## src/rtl/sdram_bus_scheduler.sv

```systemverilog
// Purpose: sequences the shared SDRAM pin bus: power-up wait, init, then one engine at a time (refresh first, read/write round-robin).
// Latency: enb/start assert one cycle after IDLE samples a request; every grant is followed by at least one all-low IDLE cycle.
// Backpressure: a request is held by its requester until fin; an open grant is never preempted and is closed by a watchdog.
module sdram_bus_scheduler #(
    parameter int INIT_WAIT      = 10000,
    parameter int REFRESH_PERIOD = 390,
    parameter int TIMEOUT        = 64,
    parameter int PEND_MAX       = 7
) (
    input  logic       iclk,
    input  logic       ctr_reset,
    output logic       init_enb,
    output logic       init_start,
    input  logic       init_fin,
    output logic       ref_enb,
    output logic       ref_start,
    input  logic       ref_fin,
    input  logic       rd_req,
    output logic       rd_enb,
    output logic       rd_start,
    input  logic       rd_fin,
    input  logic       wr_req,
    output logic       wr_enb,
    output logic       wr_start,
    input  logic       wr_fin,
    output logic       ready,
    output logic [2:0] ref_pending,
    output logic       ref_overflow,
    output logic       timeout_err
);

    localparam int DW = (INIT_WAIT > 1) ? $clog2(INIT_WAIT) : 1;
    localparam int WW = (TIMEOUT > 1) ? $clog2(TIMEOUT) : 1;
    localparam int RW = (REFRESH_PERIOD > 1) ? $clog2(REFRESH_PERIOD) : 1;

    typedef enum logic [2:0] {
        S_PWRUP,
        S_INIT,
        S_IDLE,
        S_REF,
        S_RD,
        S_WR
    } state_t;

    state_t         state;
    state_t         state_nxt;
    logic [DW-1:0]  dly_cnt;
    logic [WW-1:0]  wd_cnt;
    logic [RW-1:0]  ref_tmr;
    logic           last_rd;     // 1: read was served last, so write wins the next tie
    logic           wd_expire;
    logic           to_hit;      // watchdog fired this cycle
    logic           init_retry;  // init timed out, re-enter INIT
    logic           ref_done;
    logic           rd_done;
    logic           wr_done;
    logic           ref_wrap;
    logic           grant_entry;

    assign wd_expire   = (wd_cnt == WW'(TIMEOUT - 1));
    assign ref_wrap    = ready && (ref_tmr == RW'(REFRESH_PERIOD - 1));
    assign grant_entry = (state_nxt != state) || init_retry;

    // State register.
    always_ff @(posedge iclk or posedge ctr_reset) begin
        if (ctr_reset) begin
            state <= S_PWRUP;
        end else begin
            state <= state_nxt;
        end
    end

    // Next-state decode plus the completion/timeout events it implies.
    always_comb begin
        state_nxt  = state;
        to_hit     = 1'b0;
        init_retry = 1'b0;
        ref_done   = 1'b0;
        rd_done    = 1'b0;
        wr_done    = 1'b0;
        case (state)
            S_PWRUP: begin
                if (dly_cnt == DW'(INIT_WAIT - 1)) begin
                    state_nxt = S_INIT;
                end
            end
            S_INIT: begin
                if (init_fin) begin
                    state_nxt = S_IDLE;
                end else if (wd_expire) begin
                    to_hit     = 1'b1;
                    init_retry = 1'b1;
                end
            end
            S_IDLE: begin
                if (ref_pending != 3'd0) begin
                    state_nxt = S_REF;
                end else if (rd_req && wr_req) begin
                    state_nxt = last_rd ? S_WR : S_RD;
                end else if (rd_req) begin
                    state_nxt = S_RD;
                end else if (wr_req) begin
                    state_nxt = S_WR;
                end
            end
            S_REF: begin
                if (ref_fin) begin
                    state_nxt = S_IDLE;
                    ref_done  = 1'b1;
                end else if (wd_expire) begin
                    state_nxt = S_IDLE;
                    ref_done  = 1'b1;
                    to_hit    = 1'b1;
                end
            end
            S_RD: begin
                if (rd_fin) begin
                    state_nxt = S_IDLE;
                    rd_done   = 1'b1;
                end else if (wd_expire) begin
                    state_nxt = S_IDLE;
                    rd_done   = 1'b1;
                    to_hit    = 1'b1;
                end
            end
            S_WR: begin
                if (wr_fin) begin
                    state_nxt = S_IDLE;
                    wr_done   = 1'b1;
                end else if (wd_expire) begin
                    state_nxt = S_IDLE;
                    wr_done   = 1'b1;
                    to_hit    = 1'b1;
                end
            end
            default: state_nxt = S_PWRUP;
        endcase
    end

    // Power-up delay counter, only live in PWRUP.
    always_ff @(posedge iclk or posedge ctr_reset) begin
        if (ctr_reset) begin
            dly_cnt <= '0;
        end else if (state == S_PWRUP) begin
            dly_cnt <= dly_cnt + 1'b1;
        end else begin
            dly_cnt <= '0;
        end
    end

    // Grant watchdog: cleared on every grant entry, counts while a grant is open.
    always_ff @(posedge iclk or posedge ctr_reset) begin
        if (ctr_reset) begin
            wd_cnt <= '0;
        end else if (grant_entry) begin
            wd_cnt <= '0;
        end else if (state != S_PWRUP && state != S_IDLE) begin
            wd_cnt <= wd_cnt + 1'b1;
        end
    end

    // Registered enables and start pulses, decoded from the next state.
    always_ff @(posedge iclk or posedge ctr_reset) begin
        if (ctr_reset) begin
            init_enb   <= 1'b0;
            init_start <= 1'b0;
            ref_enb    <= 1'b0;
            ref_start  <= 1'b0;
            rd_enb     <= 1'b0;
            rd_start   <= 1'b0;
            wr_enb     <= 1'b0;
            wr_start   <= 1'b0;
        end else begin
            init_enb   <= (state_nxt == S_INIT);
            init_start <= (state_nxt == S_INIT) && grant_entry;
            ref_enb    <= (state_nxt == S_REF);
            ref_start  <= (state_nxt == S_REF) && grant_entry;
            rd_enb     <= (state_nxt == S_RD);
            rd_start   <= (state_nxt == S_RD) && grant_entry;
            wr_enb     <= (state_nxt == S_WR);
            wr_start   <= (state_nxt == S_WR) && grant_entry;
        end
    end

    // Ready flag, sticky timeout flag and round-robin pointer.
    always_ff @(posedge iclk or posedge ctr_reset) begin
        if (ctr_reset) begin
            ready       <= 1'b0;
            timeout_err <= 1'b0;
            last_rd     <= 1'b1;
        end else begin
            if (state == S_INIT && init_fin) begin
                ready <= 1'b1;
            end
            if (to_hit) begin
                timeout_err <= 1'b1;
            end
            if (rd_done) begin
                last_rd <= 1'b1;
            end else if (wr_done) begin
                last_rd <= 1'b0;
            end
        end
    end

    // Refresh timer and owed-refresh counter; a demand at saturation is recorded as overflow.
    always_ff @(posedge iclk or posedge ctr_reset) begin
        if (ctr_reset) begin
            ref_tmr      <= '0;
            ref_pending  <= 3'd0;
            ref_overflow <= 1'b0;
        end else begin
            if (ready) begin
                ref_tmr <= ref_wrap ? '0 : ref_tmr + 1'b1;
            end
            if (ref_wrap && ref_pending == 3'(PEND_MAX)) begin
                ref_overflow <= 1'b1;
            end
            if (ref_wrap && !ref_done) begin
                if (ref_pending != 3'(PEND_MAX)) begin
                    ref_pending <= ref_pending + 3'd1;
                end
            end else if (ref_done && !ref_wrap) begin
                if (ref_pending != 3'd0) begin
                    ref_pending <= ref_pending - 3'd1;
                end
            end
        end
    end

endmodule

```

## config.mk

```make
export PLATFORM = sky130hd
export DESIGN_NAME = sdram_bus_scheduler
export DESIGN_NICKNAME = d
export VERILOG_FILES = /design/src/rtl/sdram_bus_scheduler.sv
export SDC_FILE = /design/constraint.sdc
export NUM_CORES = 1
export LEC_CHECK = 0
export BUFFER_PORTS_ARGS = -buffer_cell sky130_fd_sc_hd__buf_2
export CAP_MARGIN = 20
export CORE_ASPECT_RATIO = 1.5
export CORE_MARGIN = 1.5
export CORE_UTILIZATION = 39
export CTS_BUF_LIST = sky130_fd_sc_hd__clkbuf_8 sky130_fd_sc_hd__clkbuf_16
export DETAILED_ROUTE_END_ITERATION = 10
export HOLD_SLACK_MARGIN = 0.12
export RECOVER_POWER = 25
export SETUP_SLACK_MARGIN = 0.3
export SYNTH_ARGS = -nofsm -noshare
export SYNTH_HDL_FRONTEND = slang
export SYNTH_SLANG_ARGS = --single-unit
export TNS_END_PERCENT = 50
```

## constraint.sdc

```tcl
create_clock -name iclk -period 7.6 [get_ports iclk]
set_clock_uncertainty 0.15 [all_clocks]
set_input_delay 1.52 -clock iclk [delete_from_list [all_inputs] [get_ports iclk]]
set_output_delay 1.52 -clock iclk [all_outputs]
set_load 0.01 [all_outputs]
```

==> reports/metrics.cfg <==
[status]
status = complete, but fails checks
violations = capacitance limit, slew limit

[sta]
finalCritPeriodShare = 0.478
slew_headroom = -0.485
holdWs_ns = 0.319
drv_slew = 43
hold_violations = 0
fmax_ghz = 0.276
rsz0062_at_grt = no
setup_slack_ns = 3.97
fin_setup_tns_ns = 0
setup_viol = 0
finalCriticalPeriod_ns = 3.63
worstMarginPinSlew_ns = 2.23

[worst_setup_path]
crit_slowest_cell = clkbuf_1
slowest_delay_ns = 1.63
critPathLaunchType = input port
cp_data_arrival_time_ns = 3.44
path_class = in -> async
path_cells = buf_2 > inv_1 > clkbuf_1
path_max_fanout = 42
worstSetupEndpointType = asynchronous set/reset pin
cp_data_required_time_ns = 7.41

[synthesis]
ys_top_cells_by_count = 46 x dfrtp_1, 39 x nor2_1, 14 x xor2_1
ys_seq_elements = 47
ys_async_sr_fraction = 1.00
syn_area_sq_um = 2480
yosysMostFrequentCell = dfrtp_1
ys_warn_count = 0
synth_top_area_share = 0.463
synth.area.top_cells = dfrtp_1 46%, nor2_1 5.9%, xor2_1 4.9%
synth_ff_type = dfrtp_1
synth.largest_area_cell = dfrtp_1
synth.distinct_cells = 51
synthCells = 257
avgSynthCellArea_sq_um = 9.66
synth_edf_count = 0
syn-num-nets = 270
ys_seq_area_frac = 0.474

[die]
floorplan.initialDensity = 0.405
die_area_sq_um = 6870
coreArea_sq_um = 6130
die_y_microns = 101
row_count = 35
chipWidth_microns = 68.2
io_pins = 22

[routing]
drt_iter0_drc = 48
drt.antenna.violating_nets = 0
viasPerCell = 5.26
drc = 0
routedWlPerCell_microns = 13.6
wirelength_microns = 4740
firstDrtPassIters = 4
routed-via-count = 1832

[final_layout]
fillers = 606
area_growth_pct = 9.87
drive_gt1_frac = 0.139
num_antenna_cells = 0
final_util = 0.445
nNetsFinal = 287

[global_route]
track_usage = 0.153
grt-ovfl-total = 0
grt_pass1_vias = 1804
grt_max_degree = 48
antenna_found_initial = 0
grt_pass1_wl_microns = 8050

[pwr]
powerDensity_nw_per_um2 = 284
p_total_mw = 0.774
peakVddDrop_mv = 0.156
p_leak_nw = 1.30

[worst_hold_path]
hold_class = reg -> reg

[cts]
cts.sinks = 47
cts_buffers = 5
cts_setup_buffers = 0
cts_root_buf = clkbuf_8
cts_resized = 0
clkLatencyLatePin_ns = 0.30
holdBufCountCts = 0
htree_levels = 2
path_clk_slew_ns = 0.09
cts_tree = built
clk_path_buf_depth = 2

[run]
max_cap_violations = 1

[placed_design]
place_hpwl_microns = 3320
routabilityCongestion = 0.717
io_buffers = 21
pre_cts_ws_ns = 3.89

## path summary, 6_finish.rpt
path                            slack [ns]          from  cells after the start             end
worst min register to register        0.32  ref_overflow                      1    ref_overflow
worst max-delay path                  3.97     ctr_reset                      3          rd_enb
worst max register to register        4.61    ref_tmr[1]                      9  ref_pending[1]
worst min-delay path                  0.32  ref_overflow                      1    ref_overflow
max in group iclk                     4.17       ref_fin                      8  ref_pending[1]
min in group asynchronous             0.97     ctr_reset                      2      init_start
## kinds of logic after synthesis
group,Yosys count,share of synthesized area
XOR/XNOR,22,0.0776
buffers and inverters,24,0.0418
AND/OR/NAND/NOR,113,0.245
multiplexers,4,0.0171
flip-flops,47,0.474
AO/OA/AOI/OAI,42,0.116
adder cells (fa/ha/maj),5,0.0282
## sequential cells by signal, summed over array words and instances, names as in the netlist
signal and count:
wr_enb 1, rd_enb 1, init_enb 1, ref_overflow 1, timeout_err 1, dly_cnt 14
ref_enb 1, wr_start 1, state 3, ready 1, ref_tmr 9, wd_cnt 6
last_rd 1, ref_pending 3, init_start 1, ref_start 1, rd_start 1
## through the flow
stage | area, sq um | cells
6_report | 2730 | 348
5_1_grt | 2730 | 348
4_1_cts | 2730 | 347
3_5_place_dp | 2620 | 340
3_3_place_gp | 2620 | 340
2_1_floorplan | 2480 | 257
## power by group
group	leakage, nW	total (mW)	internal [mW]	switching (mW)
sequential	0.628	0.366	0.300	0.0665
clock	0.0554	0.177	0.0951	0.0820
combinational	0.620	0.230	0.102	0.128
total	1.30	0.774	0.497	0.277
## cells in the final DEF, fill, tap and decap left out, drive strengths merged, types with 2 or more instances in the layout
cell type  count
a211oi         2
a21o           2
a21oi          7
a41oi          2
and2           4
and3           8
and4b          2
buf           21
clkbuf         6
dfrtp         46
ha             4
inv           13
mux2           2
mux2i          2
nand2         13
nand2b         8
nand3          7
nand4          9
nor2          39
nor3           6
nor4           2
nor4b          2
o21a           2
o21ai         12
o22ai          5
or2            2
or3            7
xnor2          8
xor2          14
## critical path, delay by kind of cell
family / cells / cell delay [ns]
buffers and inverters: 3 / 1.91
## routing by layer
layer | GRT usage | wire length, microns | part of all wire
met4 | 0.0554 | 77 | 0.016
met3 | 0.0302 | 109 | 0.023
met1 | 0.182 | 2130 | 0.45
met5 | 0 | 0 | 0
met2 | 0.267 | 2430 | 0.51
## cell type report
cell class / instances / area [sq um] / share of cell area
Clock buffer: 5 / 68.8 / 0.0252
Clock inverter: 2 / 33.8 / 0.0124
Inverter: 12 / 45.0 / 0.0165
Multi-Input combinational cell: 186 / 1200 / 0.441
Sequential cell: 47 / 1180 / 0.431
Tap cell: 74 / 92.6 / 0.0339
Timing Repair Buffer: 22 / 109 / 0.0399
Note: power is estimated with default switching activity, not from simulation.
